**src/rtl/exec_inject.sv**
```systemverilog
// Immediate-instruction injector: presents host-forced and EXEC'd instruction words to the SM,
// holding across stalls, with one pending slot and a sticky overflow flag.
module exec_inject #(
  parameter int INSTR_W = 16,
  parameter int CNT_W   = 8
) (
  input  logic               clk,
  input  logic               reset,
  input  logic               host_wr,
  input  logic [INSTR_W-1:0] host_instr,
  input  logic               exec_req,
  input  logic [INSTR_W-1:0] exec_instr,
  input  logic               stalled,
  input  logic               clr_dropped,
  output logic               imm,
  output logic [INSTR_W-1:0] instr_out,
  output logic               busy,
  output logic               pending,
  output logic               dropped,
  output logic [CNT_W-1:0]   issued_cnt
);

  typedef enum logic [1:0] {IDLE, ACTIVE, ACTIVE_PEND} state_t;

  state_t             r_state;
  logic [INSTR_W-1:0] r_act;
  logic [INSTR_W-1:0] r_pend;
  logic               r_dropped;
  logic [CNT_W-1:0]   r_cnt;

  logic               w_act_vld;
  logic               w_pend_vld;
  logic               w_done;
  logic [1:0]         w_n;
  logic [INSTR_W-1:0] w_s0;
  logic [INSTR_W-1:0] w_s1;
  logic               w_drop;

  assign w_act_vld  = (r_state != IDLE);
  assign w_pend_vld = (r_state == ACTIVE_PEND);
  assign w_done     = w_act_vld & ~stalled;

  // Slots behave as a two-entry queue: retire the head on completion, then
  // append exec_req before host_wr so the program's EXEC runs first.
  always_comb begin
    w_drop = 1'b0;
    w_s0   = r_act;
    w_s1   = r_pend;
    w_n    = {1'b0, w_act_vld} + {1'b0, w_pend_vld} - {1'b0, w_done};
    if (w_done && w_pend_vld) w_s0 = r_pend;
    if (exec_req) begin
      case (w_n)
        2'd0:    begin w_s0 = exec_instr; w_n = 2'd1; end
        2'd1:    begin w_s1 = exec_instr; w_n = 2'd2; end
        default: w_drop = 1'b1;
      endcase
    end
    if (host_wr) begin
      case (w_n)
        2'd0:    begin w_s0 = host_instr; w_n = 2'd1; end
        2'd1:    begin w_s1 = host_instr; w_n = 2'd2; end
        default: w_drop = 1'b1;
      endcase
    end
  end

  always_ff @(posedge clk) begin
    r_pend <= w_s1;
    if (reset) begin
      r_state   <= IDLE;
      r_act     <= '0;
      r_dropped <= 1'b0;
      r_cnt     <= '0;
    end else begin
      case (w_n)
        2'd0:    r_state <= IDLE;
        2'd1:    r_state <= ACTIVE;
        default: r_state <= ACTIVE_PEND;
      endcase
      r_act     <= w_s0;
      r_dropped <= w_drop | (r_dropped & ~clr_dropped);
      r_cnt     <= r_cnt + CNT_W'(w_done);
    end
  end

  assign imm        = w_act_vld;
  assign busy       = w_act_vld;
  assign pending    = w_pend_vld;
  assign instr_out  = r_act;
  assign dropped    = r_dropped;
  assign issued_cnt = r_cnt;

endmodule

```
**config.mk**
```make
export PLATFORM = sky130hd
export DESIGN_NAME = exec_inject
export DESIGN_NICKNAME = d
export VERILOG_FILES = /design/src/rtl/exec_inject.sv
export SDC_FILE = /design/constraint.sdc
export NUM_CORES = 1
export LEC_CHECK = 0
export CAP_MARGIN = 20
export CORE_MARGIN = 3
export CORE_UTILIZATION = 47
export CTS_CLUSTER_DIAMETER = 150
export DETAILED_ROUTE_END_ITERATION = 12
export PLACE_DENSITY = 0.91
export SETUP_SLACK_MARGIN = 0.2
export SYNTH_ARGS = -nofsm -noshare
export SYNTH_HDL_FRONTEND = slang
export SYNTH_SLANG_ARGS = --single-unit
```
**constraint.sdc**
```tcl
create_clock -name clk -period 3.7 [get_ports clk]
set_clock_uncertainty 0.2 [all_clocks]
set_input_delay 0.555 -clock clk [delete_from_list [all_inputs] [get_ports clk]]
set_output_delay 0.555 -clock clk [all_outputs]
set_load 0.03 [all_outputs]
```
* Yosys cells after proc, flatten, opt, wreduce, memory -nomap -nowiden
Index checks and enable logic that the tools add are counted.
** Storage, ports and cells
- Flip-flop bits (word level) :: 43
- Output and inout bits :: 28
- Input bits :: 38
** Cells by class
- Mux-type cells :: 18
- Bitwise operators :: 5
- $add $sub $neg :: 3
- Equality and inequality tests :: 4
- Reductions and logical operators :: 7
** Operators with widths (count)
- 16-bit 2-to-1 mux :: 9
- 2-bit one-hot mux with 2 select lines :: 3
- 8-bit by 1-bit adder with 8-bit output :: 1
- 2-bit by 1-bit equality test with 1-bit output (second input constant) :: 3
- 2-bit zero test :: 3
- 1-bit 2-to-1 mux :: 4
- 2-bit 2-to-1 mux :: 2
- 2-bit OR reduction :: 2
- 1-bit by 1-bit adder with 2-bit output :: 1
- 1-bit bitwise AND :: 2
- 2-bit equality test (second input constant) :: 1
- 1-bit inverter :: 2
- 2-bit nonzero test :: 1
- 2-bit by 1-bit subtractor with 2-bit output :: 1
- 1-bit logical AND :: 1
- 1-bit bitwise OR :: 1

* Depth between registers and ports, before layout
- Depth in word-level cells :: 11
- Mapped depth :: 13

* Least setup slack after synthesis
Ideal clock, no wire load.
- Kind :: flip-flop to flip-flop
- Start point :: register r_state[1]
- End point :: register r_act[10] (netlist: instr_out[10])
- Stages on the path, launching flop included :: 14
- Path buffers :: 1
- Setup slack :: 589 ps
- Data required time :: 3430 ps
- Data arrival time :: 2840 ps
- Cell sequence :: dfxtp_1 or2_2 nor2b_1 ha_1 inv_1 ha_1 xnor2_2 nand2_1 nand2_1 ha_1 nand2_1 nor2_1 buf_2 o2bb2ai_1
** Between the ends
- Longest elaborated chain between the ends :: 9
- Elaborated cells on any way between the ends :: 16
- Those cells by class :: 2 x add/sub; 2 x eq/ne; 7 x mux; 1 x bitwise; 4 x reduce/logical
** RTL lines
- start, declared :: RTL line 25 : state_t r_state;
- start signal, assigned :: RTL line 70 : r_state <= IDLE;
- start signal, assigned :: RTL line 76 : 2'd0: r_state <= IDLE;
- start signal, assigned :: RTL line 77 : 2'd1: r_state <= ACTIVE;
- 2-bit nonzero test * :: RTL line 39 : assign w_act_vld = (r_state != IDLE);
- named net busy :: RTL line 17 : output logic busy,
- 1-bit by 1-bit adder with 2-bit output / 1-bit bitwise AND (equally long branches) :: RTL line 49, 41
- 2-bit by 1-bit subtractor with 2-bit output :: RTL line 49 : w_n = {1'b0, w_act_vld} + {1'b0, w_pend_vld} - {1'b0, w_done};
- 2-bit by 1-bit equality test with 1-bit output / 2-bit zero test (equally long branches) :: RTL line 52 : case (w_n)
- 2-bit one-hot mux with 2 select lines :: RTL line 52
- 2-bit 2-to-1 mux :: RTL line 51 : if (exec_req) begin
- 2-bit zero test :: RTL line 59 : case (w_n)
- 16-bit 2-to-1 mux :: RTL line 59
- 16-bit 2-to-1 mux * :: RTL line 58 : if (host_wr) begin
- end signal, assigned :: RTL line 80 : r_act <= w_s0;
- end, declared :: RTL line 26 : logic [INSTR_W-1:0] r_act;
The timed path passes the listed nets; every way through them passes the cells marked *.
A chain may end at the register's enable or synchronous reset.

* Worst setup path after layout
- Start point :: input stalled
- End point :: register r_act[7] (netlist: instr_out[7])
** Between the ends
- Longest elaborated chain between the ends :: 9
- Elaborated cells on any way between the ends :: 14
- Those cells by class :: 1 x add/sub; 1 x eq/ne; 7 x mux; 2 x bitwise; 3 x reduce/logical
** RTL lines
- start, declared :: RTL line 13 : input logic stalled,
- 1-bit inverter * :: RTL line 41 : assign w_done = w_act_vld & ~stalled;
- 1-bit bitwise AND * :: RTL line 41
- 2-bit by 1-bit subtractor with 2-bit output :: RTL line 49
- 2-bit by 1-bit equality test with 1-bit output / 2-bit zero test (equally long branches) :: RTL line 52
- 2-bit one-hot mux with 2 select lines :: RTL line 52
- 2-bit 2-to-1 mux :: RTL line 51
- 2-bit zero test :: RTL line 59
- 16-bit 2-to-1 mux :: RTL line 59
- 16-bit 2-to-1 mux * :: RTL line 58
Every way passes the cells marked *; elsewhere a longest branch is shown, timed or not.

==> impl_metrics.csv <==
group,metric,value,unit
status,outcome,"completed",
sta,min_period_over_period,86.00,%
floorplanning,dieArea,5583,sq um
sta,slew_violations,0,
power_and_ir_drop,power.leakage,1.134,nW
global_route,overflow,0,
clock_tree,numCtsBuffers,5,
hold_path,min_from,"issued_cnt[7]$_SDFF_PP0_",
finish,final_cells,370,
finish,fill_cells,340,
drt,wirelength,6367,um
critical_path,reg2reg_from,"r_state[0]$_SDFF_PP0_",
logic_synthesis,synth_flop_cell,"dfxtp_1",
drt,drt_iter0_drc,245,
clock_tree,clkSlewWorstSetupHoldPaths,0.08,ns
placed_design,hpwl,4227,um
placed_design,gp_congestion,0.7985,
clock_tree,insertion_delay,0.30,ns
sta,finalSetupViolations,0,
logic_synthesis,synth_compound_area_share,29.26,%
placed_design,io_buffers,65,
finish,layout_commonest_cell,"clkdlybuf4s50_1",
critical_path,r2r_cells,11,
flow_run,max_cap_viol_count,0,
drt,drc,0,
floorplanning,die_y,74.72,um
sta,timing.slew.headroom,56.17,%
floorplanning,ios,66,
placed_design,dp.cells,362,
drt,routedWlPerCell,17.21,um
logic_synthesis,synth_top_family_by_area,"compound AO/OA/AOI/OAI gates",
floorplanning,num_rows,24,
logic_synthesis,syn_inst,255,
sta,fmax,0.3143,GHz
drt,wl_met3,459,um
floorplanning,die_w,74.72,um
sta,rsz0062_at_grt,"false",
sta,final.setup.tns,0,ns
logic_synthesis,yosys-mux-area-fraction,2.198,%
clock_tree,clock_sinks,43,
logic_synthesis,ys_seq_area_share,38.78,%
hold_path,whs_endpoint,"issued_cnt[7]$_SDFF_PP0_",
logic_synthesis,yosys-top-cells-area,"dfxtp_1, a221oi_1, o2bb2ai_1",
sta,hold_violations,0,
clock_tree,cts.root.buffer_cell,"clkbuf_8",
logic_synthesis,syn_avg_cell_area,8.704,sq um
sta,fin_ws,0.5181,ns
global_route,grt_pass1_wl,9887,um
logic_synthesis,ys_warn_count,0,
critical_path,critPathCaptureType,"flop",
drt,vias_per_cell,6.081,
drt,dr_wl_met2,3189,um
finish,drive_above_1_share,7.862,%
logic_synthesis,synth-edff-count,0,
sta,min_period,3.182,ns
critical_path,reg2reg_to,"instr_out[7]$_SDFF_PP0_",
logic_synthesis,yosysTopAreaCellShare,38.78,%
logic_synthesis,syn_area,2220,sq um
drt,vias,2250,
logic_synthesis,synthArstFlopShare,0,%
logic_synthesis,synth_seq_cells,43,
sta,worst_pin_slew,0.6575,ns
drt,ant_nets,0,
finish,antenna_cells,0,
global_route,antenna_found_initial,0,
logic_synthesis,syn_nets,301,
hold_path,hold_class,"reg -> reg",
finish,nets,363,
placed_design,pre_cts_ws,0.05815,ns
critical_path,required,3.73,ns
logic_synthesis,synthAdderAreaFrac,4.510,%
clock_tree,clock_path_buffers,2,
logic_synthesis,synthSimpleGateAreaFrac,17.47,%
clock_tree,ctsHoldBuffers,0,
finish,syn_to_final_growth,37.15,%
floorplanning,design.core.area,4444,sq um
global_route,grt_pass1_vias,2169,
critical_path,r2r_setup_slack,0.52,ns
drt,drt_first_pass_iters,5,
floorplanning,initial_core_util,49.94,%
global_route,grt_max_degree,31,
power_and_ir_drop,powerDensity,590.5,nW/um^2
hold_path,min_path_cells,2,
clock_tree,cts_tree,"yes",
power_and_ir_drop,irDropWorstVdd,325.4,uV
logic_synthesis,synth_xor_area_share,2.649,%
logic_synthesis,yosysTopAreaCell,"dfxtp_1",
drt,highest_layer,"met4",
drt,m1WireLength,2563,um
critical_path,worstSetupStartpointType,"input port",
clock_tree,htreeDepth,2,
logic_synthesis,synthDistinctLibCells,36,
global_route,track_usage,23.19,%
finish,layout_common_cells,"clkdlybuf4s50_1, dfxtp_1, nor2_1, o21ai_0",
critical_path,worstSetupPathType,"in -> reg",
critical_path,worstPathArrival,3.21,ns
critical_path,crit_fanout,16,
logic make-up (layout without fill, tap and decap cells):
family | count (synthesis) | count (layout)
compound gates | 92 | 92
xor+xnor | 5 | 5
fa+ha+maj | 8 | 8
buf+inv | 26 | 89
flops | 43 | 43
mux | 4 | 4
simple gates | 77 | 77
where the power goes:
group,internal (W),leakage (nW),switching (W)
Combinational,0.000318,0.716,0.000421
Clock,0.000218,0.0612,0.000163
Sequential,0.000603,0.357,0.0000740
what timing repair did:
action,in CTS,in global routing
setup buffers,0,0
resized for setup,0,1
setup endpoints to repair,0,13
flip-flops by register name, indices dropped and copies added (netlist names):
signal / cells
dropped: 1
instr_out: 16
issued_cnt: 8
r_pend: 16
r_state: 2
synthesized netlist by cell type (all sizes together), types with 8 or more instances:
| master | instances |
|---|---|
| a221oi | 15 |
| o31ai | 15 |
| o21ai | 20 |
| nand3 | 18 |
| o2bb2ai | 14 |
| nor2b | 18 |
| clkbuf | 9 |
| a31oi | 16 |
| buf | 11 |
| nor2 | 21 |
| ha | 8 |
| dfxtp | 43 |
| nand2 | 9 |
worst max path at each step:
stage,startpoint,to,cells past startpoint,slack (ns)
global route,stalled,instr_out[7]$_SDFF_PP0_,12,0.35
global placement,stalled,instr_out[2]$_SDFF_PP0_,11,0.21
floorplan,r_state[1]$_SDFF_PP0_,instr_out[10]$_SDFF_PP0_,13,0.59
finish,stalled,instr_out[7]$_SDFF_PP0_,11,0.52
detailed placement,stalled,instr_out[7]$_SDFF_PP0_,11,0.06
CTS,r_state[0]$_SDFF_PP0_,instr_out[7]$_SDFF_PP0_,11,0.35
worst max-delay path: stages:
cell             delay [ns]
clkdlybuf4s50_1        0.52
nor2b_1                0.09
ha_1                   0.28
inv_1                  0.04
ha_1                   0.32
nor2b_1                0.22
a21oi_1                0.11
ha_1                   0.30
a21oi_4                0.45
o31ai_1                0.15
o2bb2ai_1              0.17
area by class of cell:
| cell class | instances | area [sq um] | share of cell area [%] |
|---|---|---|---|
| clock inverter | 2 | 35.03 | 1.151 |
| timing repair buffer | 75 | 725.7 | 23.84 |
| multi-input combinational | 186 | 1252 | 41.14 |
| clock buffer | 6 | 82.58 | 2.713 |
| inverter | 6 | 22.52 | 0.7398 |
| tap | 52 | 65.06 | 2.137 |
| sequential | 43 | 860.8 | 28.28 |
per-stage QoR:
step / cell area [sq um] / power [W] / hold WS, ns / utilization (%)
after floorplan: 2220 / 0.001149 / 0.2671 / -
after detailed placement: 2919 / 0.001397 / 0.2762 / 65.68
after CTS: 3037 / 0.001780 / 0.2902 / 68.33
after global placement: 2919 / 0.001375 / 0.2678 / 65.68
final: 3044 / 0.001798 / 0.2915 / 68.50
after global routing: 3044 / 0.001885 / 0.3178 / 68.50
metal layers:
metal  up-vias  global-route usage (%)
met3        14                   5.340
met4         0                   12.45
li1       1081                       -
met5         -                       0
met2       102                   38.05
met1      1053                   28.21
Power figures use the tool's default switching activity.
